File: config.mk
export PLATFORM = sky130hd
export DESIGN_NAME = mem_port_arbiter
export DESIGN_NICKNAME = d
export VERILOG_FILES = /design/src/rtl/mem_port_arbiter_pkg.sv /design/src/rtl/mem_port_arbiter_rr_arb2.sv /design/src/rtl/mem_port_arbiter.sv
export SDC_FILE = /design/constraint.sdc
export NUM_CORES = 1
export LEC_CHECK = 0
export BUFFER_PORTS_ARGS = -buffer_cell sky130_fd_sc_hd__buf_2
export CAP_MARGIN = 20
export CORE_MARGIN = 4
export CORE_UTILIZATION = 30
export DETAILED_ROUTE_END_ITERATION = 12
export PLACE_DENSITY = 0.57
export SLEW_MARGIN = 20
export SYNTH_ARGS = -nofsm -noshare
export SYNTH_HDL_FRONTEND = slang
export SYNTH_SLANG_ARGS = --single-unit
File: constraint.sdc
create_clock -name clk_i -period 3.4 [get_ports clk_i]
set_input_delay 0.17 -clock clk_i [delete_from_list [all_inputs] [get_ports clk_i]]
set_output_delay 0.17 -clock clk_i [all_outputs]
set_load 0.02 [all_outputs]
File: src/rtl/mem_port_arbiter_pkg.sv
// Shared types and constants for the data-memory port arbiter.
package mem_port_arbiter_pkg;

  typedef enum logic [1:0] {
    IDLE = 2'd0,
    REQ  = 2'd1,
    RESP = 2'd2
  } arb_state_e;

  localparam logic ID_IFU = 1'b0;
  localparam logic ID_LSU = 1'b1;

  localparam int MEM_ARB_TIMEOUT = 255;

endpackage

File: src/rtl/mem_port_arbiter_rr_arb2.sv
// Two-way round-robin selector; bit 0 = IFU, bit 1 = LSU.
module rr_arb2
  import mem_port_arbiter_pkg::*;
(
  input  logic [1:0] req_i,
  input  logic       last_i,
  output logic [1:0] gnt_o,
  output logic       id_o
);

  always_comb begin
    id_o = ID_IFU;
    unique case (1'b1)
      (req_i == 2'b11): id_o = ~last_i;
      (req_i == 2'b10): id_o = ID_LSU;
      (req_i == 2'b01): id_o = ID_IFU;
      default:          id_o = ID_IFU;
    endcase
    gnt_o = {id_o, ~id_o} & {2{|req_i}};
  end

endmodule

File: src/rtl/mem_port_arbiter.sv
// Shares the data-memory port between IFU and LSU: round-robin,
// one outstanding access, registered payload, timeout abort.
module mem_port_arbiter
  import mem_port_arbiter_pkg::*;
#(
  parameter int ADDR_W      = 32,
  parameter int DATA_W      = 32,
  parameter int TIMEOUT_CYC = MEM_ARB_TIMEOUT
) (
  input  logic                clk_i,
  input  logic                rst_n_i,
  input  logic                ifu_req_i,
  input  logic [ADDR_W-1:0]   ifu_addr_i,
  output logic                ifu_gnt_o,
  output logic                ifu_rvalid_o,
  output logic [DATA_W-1:0]   ifu_rdata_o,
  output logic                ifu_err_o,
  input  logic                lsu_req_i,
  input  logic                lsu_we_i,
  input  logic [ADDR_W-1:0]   lsu_addr_i,
  input  logic [DATA_W-1:0]   lsu_wdata_i,
  input  logic [DATA_W/8-1:0] lsu_wstrb_i,
  output logic                lsu_gnt_o,
  output logic                lsu_rvalid_o,
  output logic [DATA_W-1:0]   lsu_rdata_o,
  output logic                lsu_err_o,
  output logic                mem_req_o,
  output logic                mem_we_o,
  output logic [ADDR_W-1:0]   mem_addr_o,
  output logic [DATA_W-1:0]   mem_wdata_o,
  output logic [DATA_W/8-1:0] mem_wstrb_o,
  input  logic                mem_gnt_i,
  input  logic                mem_rvalid_i,
  input  logic [DATA_W-1:0]   mem_rdata_i
);

  localparam int SW = DATA_W / 8;
  localparam int CW = $clog2(TIMEOUT_CYC);
  localparam logic [CW-1:0] CNT_LAST = CW'(TIMEOUT_CYC - 1);

  arb_state_e state_q, state_d;
  logic owner_q, owner_d;
  logic last_q, last_d;
  logic [CW-1:0] cnt_q, cnt_d;
  logic we_q, we_d;
  logic [ADDR_W-1:0] addr_q, addr_d;
  logic [DATA_W-1:0] wdata_q, wdata_d;
  logic [SW-1:0] wstrb_q, wstrb_d;

  logic [1:0] arb_gnt;
  logic arb_id;
  logic grant, done, abort, rsp;
  logic [DATA_W-1:0] rdata;

  rr_arb2 u_arb (
    .req_i  ({lsu_req_i, ifu_req_i}),
    .last_i (last_q),
    .gnt_o  (arb_gnt),
    .id_o   (arb_id)
  );

  always_ff @(posedge clk_i or negedge rst_n_i) begin
    if (!rst_n_i) begin
      state_q <= IDLE;
      owner_q <= ID_IFU;
      last_q  <= ID_IFU;
      cnt_q   <= '0;
      we_q    <= 1'b0;
      addr_q  <= '0;
      wdata_q <= '0;
      wstrb_q <= '0;
    end else begin
      state_q <= state_d;
      owner_q <= owner_d;
      last_q  <= last_d;
      cnt_q   <= cnt_d;
      we_q    <= we_d;
      addr_q  <= addr_d;
      wdata_q <= wdata_d;
      wstrb_q <= wstrb_d;
    end
  end

  always_comb begin
    state_d = state_q;
    owner_d = owner_q;
    last_d  = last_q;
    cnt_d   = cnt_q;
    we_d    = we_q;
    addr_d  = addr_q;
    wdata_d = wdata_q;
    wstrb_d = wstrb_q;
    grant   = 1'b0;
    done    = 1'b0;
    abort   = 1'b0;
    unique case (state_q)
      IDLE: begin
        if (ifu_req_i || lsu_req_i) begin
          grant   = 1'b1;
          owner_d = arb_id;
          cnt_d   = '0;
          state_d = REQ;
          if (arb_id == ID_LSU) begin
            we_d    = lsu_we_i;
            addr_d  = lsu_addr_i;
            wdata_d = lsu_wdata_i;
            wstrb_d = lsu_we_i ? lsu_wstrb_i : '0;
          end else begin
            we_d    = 1'b0;
            addr_d  = ifu_addr_i;
            wdata_d = '0;
            wstrb_d = '0;
          end
        end
      end
      REQ: begin
        done = mem_gnt_i && mem_rvalid_i;
        if (mem_gnt_i) state_d = RESP;
      end
      RESP: done = mem_rvalid_i;
      default: state_d = IDLE;
    endcase
    // Completion beats timeout when both land in the same cycle.
    if (state_q != IDLE) begin
      if (cnt_q != CNT_LAST) cnt_d = cnt_q + CW'(1);
      abort = !done && (cnt_q == CNT_LAST);
      if (done || abort) begin
        state_d = IDLE;
        last_d  = owner_q;
      end
    end
  end

  assign rsp   = done || abort;
  assign rdata = done ? mem_rdata_i : '0;

  assign ifu_gnt_o    = grant && arb_gnt[0] && rst_n_i;
  assign lsu_gnt_o    = grant && arb_gnt[1] && rst_n_i;
  assign ifu_rvalid_o = rsp && (owner_q == ID_IFU);
  assign lsu_rvalid_o = rsp && (owner_q == ID_LSU);
  assign ifu_err_o    = abort && (owner_q == ID_IFU);
  assign lsu_err_o    = abort && (owner_q == ID_LSU);
  assign ifu_rdata_o  = (owner_q == ID_IFU) ? rdata : '0;
  assign lsu_rdata_o  = (owner_q == ID_LSU) ? rdata : '0;

  assign mem_req_o   = (state_q == REQ);
  assign mem_we_o    = we_q;
  assign mem_addr_o  = addr_q;
  assign mem_wdata_o = wdata_q;
  assign mem_wstrb_o = wstrb_q;

endmodule

==> load_flow_metrics.sql <==
INSERT INTO impl_metrics (metric_group, metric, value, unit) VALUES
('sta', 'max_clock_freq', '0.425', 'GHz'),
('sta', 'report.final.slew_viol_count', '0', ''),
('final_layout', 'design_area', '5930', 'µm²'),
('place', 'dp_hpwl', '9.17', 'mm'),
('final_layout', 'layout_common_cells', 'sky130_fd_sc_hd__buf_2, sky130_fd_sc_hd__dfrtp_1, sky130_fd_sc_hd__o21ai_0, sky130_fd_sc_hd__nand2_1, sky130_fd_sc_hd__and3_1', ''),
('sta', 'setup_tns', '0', 'ps'),
('final_layout', 'finalNonFillerCells', '835', ''),
('synth', 'async_reset_ff_frac', '1.00', ''),
('synth', 'netlist_instances', '387', ''),
('global_route', 'via_count_of_the_first_global_routing_pass', '3663', ''),
('run', 'count_of_maximum_capacitance_violations', '0', ''),
('synth', 'ys_top_cells_by_area', 'sky130_fd_sc_hd__dfrtp_1, sky130_fd_sc_hd__mux2i_1, sky130_fd_sc_hd__a22o_1', ''),
('pwr', 'power_per_cell_area', '824', 'nW/µm²'),
('place', 'detailed_place.area', '5570', 'µm²'),
('clock_tree', 'tritoncts', 'done', ''),
('setup_path', 'crit_path_start_kind', 'register', ''),
('synth', 'synth_top_cell_area_share', '0.501', ''),
('synth', 'synth-edff-count', '0', ''),
('routing', 'wirelength', '11.9', 'mm'),
('die', 'boundaryPins', '279', ''),
('die', 'chipWidth', '124', 'µm'),
('setup_path', 'slowest_delay', '510', 'ps'),
('setup_path', 'worst-setup-path-type', 'reg -> out', ''),
('setup_path', 'crit_chain', 'inv_1 > ha_1 > o21ai_4 > buf_4 > nor3b_1 > buf_2', ''),
('routing', 'remaining_drc_errors', '0', ''),
('die', 'die_height', '124', 'µm'),
('place', 'place_congestion', '0.747', ''),
('worst_hold_path', 'hold_path_class', 'in -> reg', ''),
('synth', 'post_synth_instance_area', '4050', 'µm²'),
('final_layout', 'diodes', '0', ''),
('global_route', 'grt_max_degree', '55', ''),
('synth', 'predominant_post_synthesis_flop_cell', 'sky130_fd_sc_hd__dfrtp_1', ''),
('synth', 'postSynthNetCount', '532', ''),
('sta', 'finClkSkew', '5.04', 'ps'),
('synth', 'synth-warning-count', '0', ''),
('clock_tree', 'cts_root_buffer', 'sky130_fd_sc_hd__clkbuf_16', ''),
('clock_tree', 'cts.htree.levels', '3', ''),
('sta', 'finalWorstPathRequiredPeriod', '2350', 'ps'),
('clock_tree', 'cts_hold_repair.buffers', '1', ''),
('global_route', 'globalRouteTotalUtil', '0.143', ''),
('final_layout', 'areaGrowthSynthToFinish', '46.6', '%'),
('setup_path', 'crit_path_max_fanout', '54', ''),
('synth', 'synth-seq-area-share', '0.501', ''),
('sta', 'finalHoldViolations', '0', ''),
('pwr', 'static-leakage-power', '3.44', 'nW'),
('final_layout', 'layout_cells_sized_above_1', '0.470', ''),
('pwr', 'worst_ir_drop_vdd', '0.474', 'mV'),
('place', 'buffers_added_on_ports', '278', ''),
('sta', 'max-slew-margin-rel', '0.409', ''),
('setup_path', 'crit_buf_inv', '3', ''),
('clock_tree', 'clock_path_buffers', '2', ''),
('clock_tree', 'postCtsResizedCells', '0', ''),
('setup_path', 'cpMaxStageDelayCell', 'sky130_fd_sc_hd__ha_1', ''),
('sta', 'fin_worst_hold_slack', '55.7', 'ps'),
('final_layout', 'fill_cells', '1290', ''),
('routing', 'first_iter_violations', '126', ''),
('global_route', 'grt_overflow_total', '0', ''),
('die', 'die_area', '15400', 'µm²'),
('clock_tree', 'cts.repair_timing.setup_buffer_count', '0', ''),
('clock_tree', 'cts-buffers-inserted', '9', ''),
('sta', 'grt_setup_unrepaired', 'no', ''),
('setup_path', 'critical_path_required', '3230', 'ps'),
('synth', 'ys_seq_elements', '81', ''),
('setup_path', 'endpoint_type_of_the_worst_setup_path', 'output pin', ''),
('die', 'initial_core_util', '0.306', ''),
('outcome', 'run_status', 'completed', ''),
('sta', 'worst_pin_slew', '887', 'ps'),
('clock_tree', 'clock_insertion_delay_worst_skew', '330', 'ps'),
('routing', 'detail_route.vias_per_cell', '4.55', ''),
('global_route', 'antenna_violations_before_repair', '0', ''),
('routing', 'drt_pre_antenna_iters', '4', '');
[cell usage after synthesis, drive strengths merged, types with 2 or more instances]
library cell  count
o21ai            43
nor3              2
nand4             3
and2             33
or3               2
nand3             4
a21o              4
a21oi             6
inv               8
nand2            41
nor2              5
a32o              4
dfrtp            81
or2               2
a22o             33
buf              16
nor3b             2
clkbuf           14
ha                6
and3             35
mux2i            32
[worst paths after layout]
check,from,end,slack [ps],cells past startpoint
hold reg to reg,mem_addr_o[4],mem_addr_o[4],470,2
max in group asynchronous,rst_n_i,mem_wdata_o[4],2110,3
setup / recovery,state_q[1],ifu_gnt_o,1050,6
min in group asynchronous,rst_n_i,mem_addr_o[17],400,2
setup reg to reg,state_q[1],state_q[1],1430,5
hold / removal,lsu_wdata_i[5],mem_wdata_o[5],60,2
[per-layer routing]
metal / track usage / wire length [µm]
met3: 0.0436 / 1070
met5: 0 / 0
met1: 0.178 / 4970
met2: 0.241 / 5770
met4: 0.0411 / 123
[registers in the layout, summed over array words and instances (netlist names)]
register,count
last_q,1
state_q,2
cnt_q,8
mem_we_o,1
mem_wdata_o,32
mem_addr_o,32
mem_wstrb_o,4
owner_q,1
[logic make-up (layout without fill, tap and decap cells)]
family / after synthesis / after routing / share of synthesized area
compound gates: 95 / 95 / 0.164
mux: 33 / 33 / 0.0819
xor+xnor: 1 / 1 / 0.00216
buf+inv: 38 / 310 / 0.0488
simple gates: 133 / 133 / 0.184
fa+ha+maj: 6 / 6 / 0.0185
flops: 81 / 81 / 0.501
[metrics by stage]
| step | setup slack, ps | total power, mW | util |
|---|---|---|---|
| floorplan | 1440 | 3.07 | - |
| global placement | 1440 | 3.77 | 0.421 |
| detailed placement | 1350 | 3.82 | 0.421 |
| CTS | 977 | 4.97 | 0.448 |
| global route | 811 | 5.25 | 0.448 |
| finish | 1050 | 4.89 | 0.448 |
[report_power, final]
group / total, mW / internal [mW] / switching (mW)
Clock: 1.12 / 0.759 / 0.364
Combinational: 2.13 / 0.781 / 1.35
Sequential: 1.63 / 1.36 / 0.270
[cell type report]
type	count	area [µm²]	area share
timing repair buffer	286	1460	0.245
sequential	81	2030	0.342
multi-input combinational	268	1850	0.311
tap	176	220	0.0371
clock inverter	4	98.8	0.0167
clock buffer	12	256	0.0432
inverter	8	30.0	0.00506
Power figures use the tool's default switching activity.
